$ cat src/rtl/parallel_to_serial_bit_feeder_fsm_pkg.sv
// Shared state encoding and default sizing for the parallel-to-serial bit feeder.
package parallel_to_serial_bit_feeder_fsm_pkg;

   typedef enum logic [1:0] {
      ST_IDLE  = 2'd0,
      ST_SHIFT = 2'd1,
      ST_GAP   = 2'd2
   } state_t;

   localparam int DEF_WIDTH      = 8;
   localparam int DEF_GAP_CYCLES = 0;

endpackage

$ cat src/rtl/parallel_to_serial_bit_feeder_fsm.sv
// Serialises WIDTH-bit words MSB first; first bit on a one cycle after accept, optional idle gap per word.
// bit_en=0 freezes shifting and the gap count; in_ready rises in IDLE or on the last bit when words can chain.
module parallel_to_serial_bit_feeder_fsm
   import parallel_to_serial_bit_feeder_fsm_pkg::*;
#(
   parameter int WIDTH      = DEF_WIDTH,
   parameter int GAP_CYCLES = DEF_GAP_CYCLES
) (
   input  logic             clk,
   input  logic             rst,
   input  logic             in_valid,
   input  logic [WIDTH-1:0] in_data,
   output logic             in_ready,
   input  logic             bit_en,
   output logic             a,
   output logic             a_valid,
   output logic             a_last,
   output logic             busy
);

   localparam int            CW      = $clog2(WIDTH);
   localparam logic [CW-1:0] CNT_TOP = CW'(WIDTH - 1);
   localparam bit            HAS_GAP = (GAP_CYCLES > 0);
   localparam logic [3:0]    GAP_TOP = HAS_GAP ? 4'(GAP_CYCLES - 1) : 4'd0;

   state_t           r_state;
   logic [WIDTH-1:0] r_sr;
   logic [CW-1:0]    r_cnt;
   logic [3:0]       r_gap;
   logic             r_a;
   logic             r_a_valid;
   logic             r_a_last;
   logic             r_busy;

   logic             w_lsb;
   logic             w_accept;

   assign w_lsb    = (r_state == ST_SHIFT) && (r_cnt == '0);
   assign in_ready = (r_state == ST_IDLE) || (w_lsb && bit_en && !HAS_GAP);
   assign w_accept = in_valid && in_ready;

   always_ff @(posedge clk) begin
      if (!rst) begin
         r_state   <= ST_IDLE;
         r_sr      <= '0;
         r_cnt     <= '0;
         r_gap     <= '0;
         r_a       <= 1'b0;
         r_a_valid <= 1'b0;
         r_a_last  <= 1'b0;
         r_busy    <= 1'b0;
      end else begin
         // a_valid marks a freshly presented bit, so it defaults low on every edge
         r_a_valid <= 1'b0;
         r_a_last  <= 1'b0;
         if (w_accept) begin
            r_state   <= ST_SHIFT;
            r_sr      <= in_data;
            r_cnt     <= CNT_TOP;
            r_a       <= in_data[WIDTH-1];
            r_a_valid <= 1'b1;
            r_busy    <= 1'b1;
         end else begin
            case (r_state)
               ST_IDLE: begin
                  r_a    <= 1'b0;
                  r_busy <= 1'b0;
               end
               ST_SHIFT: begin
                  if (bit_en) begin
                     r_sr <= r_sr << 1;
                     if (r_cnt != '0) begin
                        r_cnt     <= r_cnt - CW'(1);
                        r_a       <= r_sr[WIDTH-2];
                        r_a_valid <= 1'b1;
                        r_a_last  <= (r_cnt == CW'(1));
                     end else if (HAS_GAP) begin
                        r_state <= ST_GAP;
                        r_gap   <= GAP_TOP;
                        r_a     <= 1'b0;
                     end else begin
                        r_state <= ST_IDLE;
                        r_a     <= 1'b0;
                        r_busy  <= 1'b0;
                     end
                  end
               end
               ST_GAP: begin
                  r_a <= 1'b0;
                  if (bit_en) begin
                     if (r_gap == 4'd0) begin
                        r_state <= ST_IDLE;
                        r_busy  <= 1'b0;
                     end else begin
                        r_gap <= r_gap - 4'd1;
                     end
                  end
               end
               default: begin
                  r_state <= ST_IDLE;
                  r_a     <= 1'b0;
                  r_busy  <= 1'b0;
               end
            endcase
         end
      end
   end

   assign a       = r_a;
   assign a_valid = r_a_valid;
   assign a_last  = r_a_last;
   assign busy    = r_busy;

endmodule

$ cat config.mk
export PLATFORM = sky130hd
export DESIGN_NAME = parallel_to_serial_bit_feeder_fsm
export DESIGN_NICKNAME = d
export VERILOG_FILES = /design/src/rtl/parallel_to_serial_bit_feeder_fsm_pkg.sv /design/src/rtl/parallel_to_serial_bit_feeder_fsm.sv
export SDC_FILE = /design/constraint.sdc
export NUM_CORES = 1
export LEC_CHECK = 0
export ABC_CLOCK_PERIOD_IN_PS = 3100
export CAP_MARGIN = 20
export CORE_UTILIZATION = 53
export CTS_CLUSTER_DIAMETER = 200
export DETAILED_ROUTE_END_ITERATION = 10
export GPL_ROUTABILITY_DRIVEN = 0
export PLACE_DENSITY = 0.82
export SLEW_MARGIN = 10
export SYNTH_ARGS = -nofsm -noshare
export SYNTH_HDL_FRONTEND = slang
export SYNTH_SLANG_ARGS = --single-unit
$ cat constraint.sdc
create_clock -name clk -period 3.1 [get_ports clk]
set_clock_uncertainty 0.05 [all_clocks]
set_input_delay 0.775 -clock clk [delete_from_list [all_inputs] [get_ports clk]]
set_output_delay 0.775 -clock clk [all_outputs]
set_load 0.02 [all_outputs]
==> results of run 1 <==
## synthesized netlist by cell type
cell / n / share of area [%]
sky130_fd_sc_hd__a211oi_1: 1 / 0.89
sky130_fd_sc_hd__a21o_2: 1 / 1.0
sky130_fd_sc_hd__a21oi_1: 5 / 3.0
sky130_fd_sc_hd__a221oi_1: 2 / 2.1
sky130_fd_sc_hd__a31o_1: 1 / 1.0
sky130_fd_sc_hd__a31oi_1: 1 / 0.74
sky130_fd_sc_hd__a41oi_1: 1 / 1.0
sky130_fd_sc_hd__and2b_2: 1 / 1.0
sky130_fd_sc_hd__buf_2: 3 / 1.8
sky130_fd_sc_hd__buf_4: 2 / 1.8
sky130_fd_sc_hd__clkbuf_1: 1 / 0.45
sky130_fd_sc_hd__dfxtp_1: 15 / 36
sky130_fd_sc_hd__ha_1: 3 / 4.5
sky130_fd_sc_hd__inv_1: 7 / 3.1
sky130_fd_sc_hd__mux2i_1: 4 / 4.8
sky130_fd_sc_hd__nand2_1: 5 / 2.2
sky130_fd_sc_hd__nand2b_1: 2 / 1.5
sky130_fd_sc_hd__nand2b_4: 1 / 1.6
sky130_fd_sc_hd__nand3_1: 3 / 1.8
sky130_fd_sc_hd__nand3b_2: 1 / 1.3
sky130_fd_sc_hd__nand4_1: 1 / 0.74
sky130_fd_sc_hd__nor2_1: 4 / 1.8
sky130_fd_sc_hd__nor2b_1: 1 / 0.74
sky130_fd_sc_hd__nor3_1: 2 / 1.2
sky130_fd_sc_hd__nor4_1: 1 / 0.74
sky130_fd_sc_hd__o2111a_1: 3 / 4.0
sky130_fd_sc_hd__o211ai_1: 1 / 0.89
sky130_fd_sc_hd__o21a_1: 2 / 1.8
sky130_fd_sc_hd__o21ai_0: 15 / 8.9
sky130_fd_sc_hd__o21ai_1: 1 / 0.59
sky130_fd_sc_hd__o21bai_4: 1 / 2.2
sky130_fd_sc_hd__o221ai_1: 1 / 1.0
sky130_fd_sc_hd__o31ai_1: 2 / 1.8
sky130_fd_sc_hd__or3_1: 3 / 2.2
## critical path, stage by stage
cell and delay (ns):
sky130_fd_sc_hd__clkdlybuf4s50_1 0.49, sky130_fd_sc_hd__nand3b_2 0.09, sky130_fd_sc_hd__nand2_1 0.15, sky130_fd_sc_hd__clkdlybuf4s50_1 0.62
## power by group through the flow
stage / registers, W / clock network, W / logic (W)
2_1_floorplan: 0.000227 / 0 / 0.0000765
3_3_place_gp: 0.000224 / 0 / 0.000118
3_5_place_dp: 0.000224 / 0 / 0.000122
4_1_cts: 0.000220 / 0.000116 / 0.000123
5_1_grt: 0.000222 / 0.000126 / 0.000134
6_report: 0.000221 / 0.000112 / 0.000123
## worst min-delay path by stage
stage                     startpoint        to  slack, ns  cells past startpoint
after floorplan             r_cnt[1]  r_cnt[1]       0.39                      1
after global placement      r_cnt[1]  r_cnt[1]       0.40                      1
after detailed placement    r_cnt[1]  r_cnt[1]       0.41                      1
after CTS                   r_cnt[1]  r_cnt[1]       0.43                      1
after global routing            busy      busy       0.47                      2
final                       r_cnt[1]  r_cnt[1]       0.42                      1
## through the flow
step	power [W]	instances	cell area, sq um	hold slack, ns	util [%]
CTS	0.000459	132	1050	0.430	70.3
global placement	0.000342	128	1020	0.402	68.4
detailed placement	0.000346	128	1020	0.410	68.4
finish	0.000456	132	1050	0.425	70.3
floorplan	0.000303	98	842	0.390	-
global route	0.000483	132	1050	0.469	70.3
## sequential cells by signal (all words and copies together) (netlist names)
signal	flops
r_sr	7
r_cnt	3
a	1
a_last	1
a_valid	1
busy	1
r_state	1
## cell type report
cell class,instances,share of cell area (%)
clock buffer,3,2.15
clock inverter,1,0.478
inverter,7,2.51
multi-input combinational,70,46.1
sequential,15,28.7
tap,16,1.91
timing repair buffer,20,18.2
## layout by cell type (no fill, tap or decap), types with 2 or more instances in the layout
| cell | Yosys | layout |
|---|---|---|
| sky130_fd_sc_hd__o21ai_0 | 15 | 15 |
| sky130_fd_sc_hd__clkdlybuf4s50_1 | 0 | 16 |
| sky130_fd_sc_hd__nor3_1 | 2 | 2 |
| sky130_fd_sc_hd__nor2_1 | 4 | 4 |
| sky130_fd_sc_hd__or3_1 | 3 | 3 |
| sky130_fd_sc_hd__o31ai_1 | 2 | 2 |
| sky130_fd_sc_hd__ha_1 | 3 | 3 |
| sky130_fd_sc_hd__nand2_1 | 5 | 5 |
| sky130_fd_sc_hd__clkbuf_4 | 0 | 3 |
| sky130_fd_sc_hd__buf_4 | 2 | 4 |
| sky130_fd_sc_hd__nand3_1 | 3 | 3 |
| sky130_fd_sc_hd__o21a_1 | 2 | 2 |
| sky130_fd_sc_hd__dfxtp_1 | 15 | 15 |
| sky130_fd_sc_hd__a221oi_1 | 2 | 2 |
| sky130_fd_sc_hd__o2111a_1 | 3 | 3 |
| sky130_fd_sc_hd__inv_1 | 7 | 7 |
| sky130_fd_sc_hd__a21oi_1 | 5 | 5 |
| sky130_fd_sc_hd__nand2b_1 | 2 | 2 |
| sky130_fd_sc_hd__mux2i_1 | 4 | 4 |
## logic make-up after synthesis
group	Yosys count
AO/OA/AOI/OAI	38
AND/OR/NAND/NOR	25
flip-flops	15
buffers and inverters	13
multiplexers	4
adder cells (fa/ha/maj)	3
## metal layers
metal  global-route usage [%]  up-vias
li1                         -      395
met1                     32.3      352
met2                     36.3       18
met3                     6.52        4
met4                     9.68        0
met5                        0        -
==> results, run 1 <==
- The maximum operating frequency is 0.338 GHz.
- The number of buffers inserted for hold repair after clock tree synthesis is 0.
- The clock tree buffer depth is 2.
- Summing the sequential cell areas from Yosys gives 35.7% of the chip area.
- The post-synthesis sequential element count is 15.
- In this run the worst path has a maximum fanout of 4.
- The flow ran to the end, and the final reports show no timing, DRC or antenna violations.
- The setup slack of the critical path after layout is 0.142 ns.
- The count of filler cells inserted in the layout is 121.
- Compared with the post-synthesis result, the final layout area differs by 24.2%.
- Detailed placement finished with a half-perimeter wire length of 1300 microns.
- In this run the power spent charging and discharging nets is 0.000139 W.
- Setup violations remaining at the end of the flow were counted as 0.
- The number of antenna violations at the first check in global routing is 0.
- For this block, the routed nets add up to 1850 microns of wire.
- The routed wire length per instance is 14.0 microns.
- The first-pass GRT wire length is 3170 microns.
- The count of instances resized after the clock tree is built is 0.
- The Yosys warning count is 0.
- The vertical die dimension is 41.9 microns.
- The number of failing hold endpoints at the final stage is 0.
- For this configuration, the core starts out at a cell density of 56.6%.
- STA puts the critical path data arrival time at 2.13 ns.
- The max-slew headroom at the worst pin is 74.2%.
- The die covers 0.00175 sq mm.
- For the worst setup path, the data required time is 2.27 ns.
- For this block, wires on met1 add up to 886 microns.
- The post-CTS setup-driven buffer insertion count is 0.
- The number of core rows is 14.
- Averaged over all synthesized cells, the footprint is 8.59 sq um.
- Multiplexer cells account for 4.75% of the synthesized area.
- The simple-gate share of the synthesized area is 16.9%.
- The area taken by flip-flops and latches is 300 sq um.
- The average vias per placed instance is 5.83.
- The shortest clock period the worst path allows after layout is 2.96 ns.
- The path class of the lowest-slack min-delay path is reg2reg.
- In this run the remaining antenna-violating nets after routing total 0.
- The overall fraction of global-route tracks in use is 24.0%.
- At the pin with the least slew margin, the transition time is 0.385 ns.
- In this run the top signal layer used is met4.
- The standby leakage power is 0.413 nW.
- The part of the total power dissipated in combinational logic is 27.0%.
- After synthesis, the netlist uses 34 different library cells.
- The max-slew violation total from the final report is 0.
- The level count of the clock H-tree is 1.
- At the later pin of the worst-skew pair, clock insertion delay measures 0.29 ns.
- The number of antenna diodes in the final layout is 0.
- The count of vias placed by the detailed router is 769.
- Setup repair after global routing left no endpoint under its margin.
- The number of DRC violations after detailed-routing iteration 0 is 33.
- The core area is 0.00149 sq mm.
- The count of maximum capacitance violations is 0.
- The worst setup path is launched from a primary input.
- The worst-case IR drop observed on VDD is 0.377 mV.
- The tree built by TritonCTS fans out to 15 sinks.
- By area, the combinational part of the netlist is dominated by compound AO/OA/AOI/OAI gates.
- Wire segments on met3 add up to 92 microns in the final route.
- The internal cell power is 0.000316 W.
- Global routing finished with a remaining overflow of 0.
- The root buffer selected by CTS is sky130_fd_sc_hd__clkbuf_4.
- The multi-input gate area in the final layout is 482 sq um.
- In this run the power density over the cells is 435 mW/mm^2.
- Of the total synthesized cell area, the portion taken by XOR and XNOR cells is 0%.
- The critical path starts at bit_en.
- The number of buffers inserted by port buffering is 16.
- The reg-to-reg critical path endpoint is r_sr[3].
- The count of boundary I/O pins is 17.
- The clock transition time at the flip-flop clock pins of the worst setup and hold paths is 0.08 ns.
- For flop-to-flop paths, the worst setup slack is 1.42 ns.
- The width of the chip is 41.9 microns.
- The count of unresolved DRC violations after routing is 0.
- The post-route clock period utilization is 95.4%.
- For the final routed database, the setup TNS stands at 0 ns.
- The synthesized netlist cell count is 98.
- The sequential group share of total power is 48.4%.
- The number of nets in the layout is 132.
- The number of global-route vias before repair is 697.
- In this run the worst setup path terminates at in_ready.
- The proportion of layout cells with a drive suffix above 1 is 11.2%.
- TritonCTS built the clock tree.
- The reg-to-reg startpoint is r_cnt[0].
- Net switching is 30.6% of the power.
- The critical path in this run is classified as in2out.
- In this run, the clock network consumes 24.6% of the power.
- STA classifies the critical path endpoint as an output port.
- The met2 layer wire length in the routed design is 842 microns.
- The maximum number of pins on one net before global-route repair is 25.
- Summing the areas of all fa, ha and maj instances in the mapped netlist gives 4.46% of the synthesized area.
- The mapped netlist covers 842 sq um.
- The compound-cell area share of the yosys netlist is 31.1%.
- The number of clock buffers inserted by TritonCTS is 3.
- OpenSTA, run right after detailed placement, puts the worst setup slack at 0.153 ns.
- The number of detailed-route iterations in the first pass is 4.
- The net count after synthesis is 113.
- Counting cells, the worst reg-to-reg path comes to 6.
(Power assumes the default switching activity.)
==> inputs of run 2 (changes only) <==
--- a/constraint.sdc
+++ b/constraint.sdc
@@ -3,3 +3,3 @@
 set_input_delay 0.775 -clock clk [delete_from_list [all_inputs] [get_ports clk]]
 set_output_delay 0.775 -clock clk [all_outputs]
-set_load 0.02 [all_outputs]
+set_load 0.005 [all_outputs]
==> results, run 2 (synthesized netlist as in run 1, its figures left out) <==
- The run finished with clean final reports.
- The post-route clock period utilization is 92.0% (-3.4 points).
- The final core utilization came to 70.2% (-0.084 points).
- The number of nets with antenna violations after detailed routing is 0 (unchanged).
- Setup repair after global routing left no endpoint under its margin.
- The total wire length is 1890 microns (+1.8%).
- The vertical die dimension is 41.9 microns (unchanged).
- The die area is 0.00175 sq mm (unchanged).
- The width of the chip was 41.9 microns (unchanged).
- The clock tree buffer depth is 2 (unchanged).
- The count of maximum capacitance violations is 0 (unchanged).
- The TritonCTS clock tree is done.
- The count of instances resized after the clock tree is built is 0 (unchanged).
- The sum of overflow across all layers after global routing came to 0 (unchanged).
- The instance area at placement was 0.00102 sq mm (unchanged).
- The initial cell density of the core is 56.6% (unchanged).
- The number of buffers inserted for hold repair after clock tree synthesis is 0 (unchanged).
- The register name with the most flops is r_sr.
- The highest cell delay on the worst timing path is 0.52 ns (-0.10 ns).
- The kind of start point of the critical path is a primary input.
- The overall fraction of global-route tracks in use is 24.1% (+0.16 points).
- The routed wire length per instance came to 14.3 microns (+1.8%).
- The power density over the cells was 428 mW/mm^2 (-1.7%).
- The count of buffering cells on the critical path with inverters included is 2 (unchanged).
- The clock transition time at the flip-flop clock pins of the worst setup and hold paths is 0.08 ns (about the same).
- The count of vias placed by the detailed router is 793 (+3.1%).
- The antenna cell count is 0 (unchanged).
- The arrival time at the worst endpoint is 2.03 ns (-0.10 ns).
- The slew at the pin closest to its max-slew limit was 0.375 ns (-0.0109 ns).
- The cell count after placement is 128 (unchanged).
- The total number of clock tree sinks is 15 (unchanged).
- The core area is 0.00149 sq mm (unchanged).
- The post-layout instance area is 0.00104 sq mm (-0.12%).
- The average vias per placed instance is 6.01 (+3.1%).
- The count of filler cells inserted in the layout is 117 (-3.3%).
- The post-CTS setup-driven buffer insertion count is 0 (unchanged).
- The clock latency of the later-clocked register in the worst-skew pair is 0.28 ns (about the same).
- On the critical path the largest part of the delay comes from buffers and inverters.
- The first-pass GRT wire length is 3170 microns (unchanged).
- Compared with the post-synthesis result, the final layout area differs by 24.1%.
- The data required time of the critical path is 2.27 ns (about the same).
- The standby leakage power is 0.410 nW (-0.66%).
- The root buffer selected by CTS is sky130_fd_sc_hd__clkbuf_4.
- The final setup violation count is 0 (unchanged).
- The commonest non-fill, non-tap cell in the layout is sky130_fd_sc_hd__clkdlybuf4s50_1.
- The number of failing hold endpoints at the final stage was 0 (unchanged).
- In the final layout, the registers with the most flip-flops are r_sr: 7 flops, r_cnt: 3 flops.
- The number of core rows is 14 (unchanged).
- The max-slew violation total from the final report is 0 (unchanged).
- The worst-case vdd ir drop came to 0.415 mV (+10%).
- The worst setup path is captured at an output port.
- The maximum operating frequency was 0.351 GHz (+3.7%).
- The filler-free cell count of the finished design is 132 (unchanged).
- By startpoint and endpoint, the worst setup path is classified as in2out.
- The path class of the tightest hold or removal check is reg2reg.
- The number of global-route vias before repair is 697 (unchanged).
- The number of nets in the layout is 132 (unchanged).
- The critical path goes through clkdlybuf4s50_1 -> nand3b_2 -> nand2_1 -> clkdlybuf4s50_1.
- In the layout the commonest cells are sky130_fd_sc_hd__clkdlybuf4s50_1 (16), sky130_fd_sc_hd__o21ai_0 (15), sky130_fd_sc_hd__dfxtp_1 (15).
- The count of unresolved DRC violations after routing is 0 (unchanged).
- The number of flip-flops in the largest register is 7 (unchanged).
- The cell occurring most often along the worst timing path is sky130_fd_sc_hd__clkdlybuf4s50_1.
- The placed wire-length estimate after detailed placement is 1310 microns (+1.2%).
- The sum of negative setup slack came to 0 ns (unchanged).
- The level count of the clock H-tree is 1 (unchanged).
- The shortest clock period the worst path allows after layout is 2.85 ns (-0.105 ns).
- The count of boundary I/O pins was 17 (unchanged).
- The number of buffers inserted by port buffering was 16 (unchanged).
- The slowest stage cell on the critical path is sky130_fd_sc_hd__clkdlybuf4s50_1.
- The maximum number of pins on one net before global-route repair is 25 (unchanged).
- The max-slew headroom at the worst pin is 75.0% (+0.73 points).
- The maximum fanout count along the critical path is 4 (unchanged).
- The proportion of layout cells with a drive suffix above 1 is 10.3% (-0.86 points).
- The number of detailed-route iterations in the first pass is 4 (unchanged).
- The number of DRC violations after detailed-routing iteration 0 is 19 (-42%).
- The number of antenna violations at the first check in global routing was 0 (unchanged).
- The number of clock buffers inserted by TritonCTS was 3 (unchanged).
## run 2: changes by cell type in the layout (fill, tap and decap cells not counted)
cell	previous run	this run
sky130_fd_sc_hd__clkinv_2	1	0
sky130_fd_sc_hd__clkbuf_1	0	1
## run 2: per-layer routing
metal	track usage (%)	up-vias	share of wire (%)
li1	-	394	-
met1	32.0	371	49
met2	36.6	24	44
met5	0	-	0
met4	8.39	0	1.0
met3	8.26	4	5.9
## run 2: through the flow
stage               hold WS (ns)  setup WS (ns)  total power [W]
finish                     0.422          0.247         0.000447
CTS                        0.430          0.254         0.000450
global route               0.458          0.186         0.000473
floorplan                  0.390           1.25         0.000298
global placement           0.401          0.293         0.000337
detailed placement         0.411          0.261         0.000341
## run 2: worst paths after layout
kind         startpoint        to  slack, ns  cells after the start
max              bit_en  in_ready       0.25                      4
max reg2reg    r_cnt[0]   r_sr[2]       1.46                      6
min reg2reg    r_cnt[1]  r_cnt[1]       0.42                      1
min            r_cnt[1]  r_cnt[1]       0.42                      1
## run 2: power by group
group	switching, W	leakage [nW]	internal, W
clock	0.0000587	0.0150	0.0000499
sequential	0.0000113	0.124	0.000209
combinational	0.0000590	0.271	0.0000588
total	0.000129	0.410	0.000318
## run 2: layout make-up
class	instances	area (sq um)	area share, %
timing repair buffer	20	190	18.2
multi-input combinational	70	482	46.1
clock buffer	4	26.3	2.51
inverter	7	26.3	2.51
sequential	15	300	28.7
tap	16	20.0	1.92
==> inputs of run 3 (changes only) <==
Settings changed: CORE_MARGIN set to 10.
==> results, run 3 (synthesized netlist as in run 1, its figures left out) <==
- The proportion of layout cells with a drive suffix above 1 was 11.2% (+0.86 points).
- The maximum number of pins on one net before global-route repair is 25 (unchanged).
- The width of the chip is 59.9 microns (+43%).
- The total wire length is 1940 microns (+2.6%).
- The number of global-route vias before repair is 736 (+5.6%).
- The startpoint of the lowest-slack hold path is r_cnt[1].
- The reg-to-reg critical path endpoint is r_sr[5].
- The clock transition time at the flip-flop clock pins of the worst setup and hold paths was 0.09 ns (about the same).
- The post-CTS setup-driven buffer insertion count was 0 (unchanged).
- The filler-free cell count of the finished design is 132 (unchanged).
- The number of DRC violations after detailed-routing iteration 0 is 19 (unchanged).
- The switching power is 0.000138 W (+6.6%).
- The total number of clock tree sinks is 15 (unchanged).
- The count of instances resized after the clock tree is built is 0 (unchanged).
- The core area is 0.00151 sq mm (+1.2%).
- The final setup violation count was 0 (unchanged).
- The count of boundary I/O pins is 17 (unchanged).
- Setup repair after global routing left no endpoint under its margin.
- The run finished with clean final reports.
- The sum of negative setup slack is 0 ns (unchanged).
- The clock latency of the later-clocked register in the worst-skew pair is 0.29 ns (about the same).
- The number of flip-flops in the largest register is 7 (unchanged).
- The critical path class is in2out.
- The average vias per placed instance is 5.95 (-1.0%).
- From synthesis to final layout, the design area changed by 24.2%.
- The routed wire length per instance is 14.7 microns (+2.6%).
- The level count of the clock H-tree is 1 (unchanged).
- The number of core rows is 14 (unchanged).
- The number of antenna violations at the first check in global routing is 0 (unchanged).
- The power density over the cells is 434 mW/mm^2 (+1.4%).
- The minimum setup slack among reg-to-reg paths is 1.49 ns (+0.03 ns).
- Leaving out fill and tap cells, the most frequent cell in the layout is sky130_fd_sc_hd__clkdlybuf4s50_1.
- The maximum fanout count along the critical path is 4 (unchanged).
- The count of unresolved DRC violations after routing came to 0 (unchanged).
- The depth of the most critical reg-to-reg path is 6 (unchanged).
- The placed wire-length estimate after detailed placement is 1410 microns (+7.5%).
- The TritonCTS clock tree is done.
- The root buffer selected by CTS is sky130_fd_sc_hd__clkbuf_4.
- The slew at the pin closest to its max-slew limit was 0.379 ns (+0.00446 ns).
- The internal cell power was 0.000316 W (-0.52%).
- The antenna cell count was 0 (unchanged).
- The number of failing hold endpoints at the final stage is 0 (unchanged).
- The instance area at placement is 0.00102 sq mm (unchanged).
- The worst register-to-register path begins at r_cnt[0].
- The cell count after placement came to 128 (unchanged).
- The number of buffers inserted by port buffering is 16 (unchanged).
- The count of maximum capacitance violations is 0 (unchanged).
- The standby leakage power came to 0.413 nW (+0.67%).
- The number of detailed-route iterations in the first pass is 4 (unchanged).
- The number of buffers inserted for hold repair after clock tree synthesis is 0 (unchanged).
- The shortest clock period the worst path allows after layout came to 2.84 ns (-0.0149 ns).
- The die area was 0.00358 sq mm (+100%).
- The share of total power in the clock network is 25.7% (+1.4 points).
- STA classifies the critical path startpoint as a primary input.
- The initial cell density of the core came to 55.9% (-0.66 points).
- The library cells used most frequently in the layout, excluding fill and tap cells, are sky130_fd_sc_hd__clkdlybuf4s50_1 (16), sky130_fd_sc_hd__o21ai_0 (15), sky130_fd_sc_hd__dfxtp_1 (15).
- The max-slew violation total from the final report came to 0 (unchanged).
- The max-slew headroom at the worst pin came to 74.7% (-0.30 points).
- The number of nets in the layout came to 132 (unchanged).
- The first-pass GRT wire length is 3400 microns (+7.2%).
- The overall fraction of global-route tracks in use is 11.8% (-12 points).
- The vertical die dimension is 59.9 microns (+43%).
- The count of vias placed by the detailed router is 785 (-1.0%).
- The post-layout instance area is 0.00105 sq mm (+0.12%).
- The register name with the most flops is r_sr.
- The part of the total power dissipated in combinational logic was 25.8% (-0.6 points).
- The min-delay analysis places its worst path in the category reg2reg.
- The post-route clock period utilization is 91.6% (-0.48 points).
- The clock tree buffer depth was 2 (unchanged).
- The arrival time at the worst endpoint came to 2.01 ns (-0.02 ns).
- The number of nets with antenna violations after detailed routing was 0 (unchanged).
- The maximum operating frequency was 0.352 GHz (+0.53%).
- The largest registers in the layout are r_sr: 7 flops, r_cnt: 3 flops.
- The data required time of the critical path is 2.27 ns (about the same).
- The number of clock buffers inserted by TritonCTS is 3 (unchanged).
- The sequential group share of total power is 48.5% (-0.8 points).
- The worst-case vdd ir drop was 0.306 mV (-26%).
- The sum of overflow across all layers after global routing came to 0 (unchanged).
- The path with the worst hold slack has its endpoint at r_cnt[1].
- The switching share of total power is 30.3% (+1.4 points).
- The worst setup path is captured at an output port.
- The worst hold path cell count is 1 (unchanged).
run 3: changes by cell type in the layout (fill, tap and decap cells not counted), sizes merged:
| cell | previous run | this run |
|---|---|---|
| clkbuf | 4 | 3 |
| clkinv | 0 | 1 |
run 3: worst max-delay path: stages:
cell	delay, ns
sky130_fd_sc_hd__clkdlybuf4s50_1	0.50
sky130_fd_sc_hd__nand3b_2	0.09
sky130_fd_sc_hd__nand2_1	0.13
sky130_fd_sc_hd__clkdlybuf4s50_1	0.52
run 3: cell type report:
class	instances	area [sq um]
clock buffers	3	22.5
clock inverters	1	5.00
fillers	126	460
inverters	7	26.3
multi-input cells	70	482
flip-flops and latches	15	300
well taps	16	20.0
repair buffers	20	190
run 3: power by group through the flow:
stage / sequential, W / clock [W] / combinational [W]
finish: 0.000220 / 0.000117 / 0.000117
global route: 0.000222 / 0.000124 / 0.000131
CTS: 0.000220 / 0.000119 / 0.000117
detailed placement: 0.000224 / 0 / 0.000117
global placement: 0.000224 / 0 / 0.000114
floorplan: 0.000223 / 0 / 0.0000751
run 3: worst max-delay path by stage:
stage,startpoint,end,slack (ns),cells past startpoint
floorplan,bit_en,in_ready,1.25,2
global placement,bit_en,in_ready,0.27,4
detailed placement,bit_en,in_ready,0.25,4
CTS,bit_en,in_ready,0.25,4
global route,bit_en,in_ready,0.19,4
finish,bit_en,in_ready,0.26,4
run 3: per-stage QoR:
stage | power (W) | setup WS (ns) | util [%] | hold slack [ns]
after CTS | 0.000456 | 0.251 | 69.4 | 0.426
after global placement | 0.000338 | 0.273 | 67.6 | 0.402
after floorplan | 0.000298 | 1.25 | - | 0.390
after global routing | 0.000477 | 0.189 | 69.4 | 0.442
after detailed placement | 0.000341 | 0.254 | 67.6 | 0.405
final | 0.000454 | 0.262 | 69.4 | 0.420
run 3: per-layer routing:
layer | GRT usage, % | up-vias | share of wire [%]
met2 | 16.3 | 27 | 44
li1 | - | 394 | -
met3 | 3.39 | 6 | 7.4
met1 | 16.0 | 358 | 47
met4 | 5.77 | 0 | 1.9
met5 | 0 | - | 0
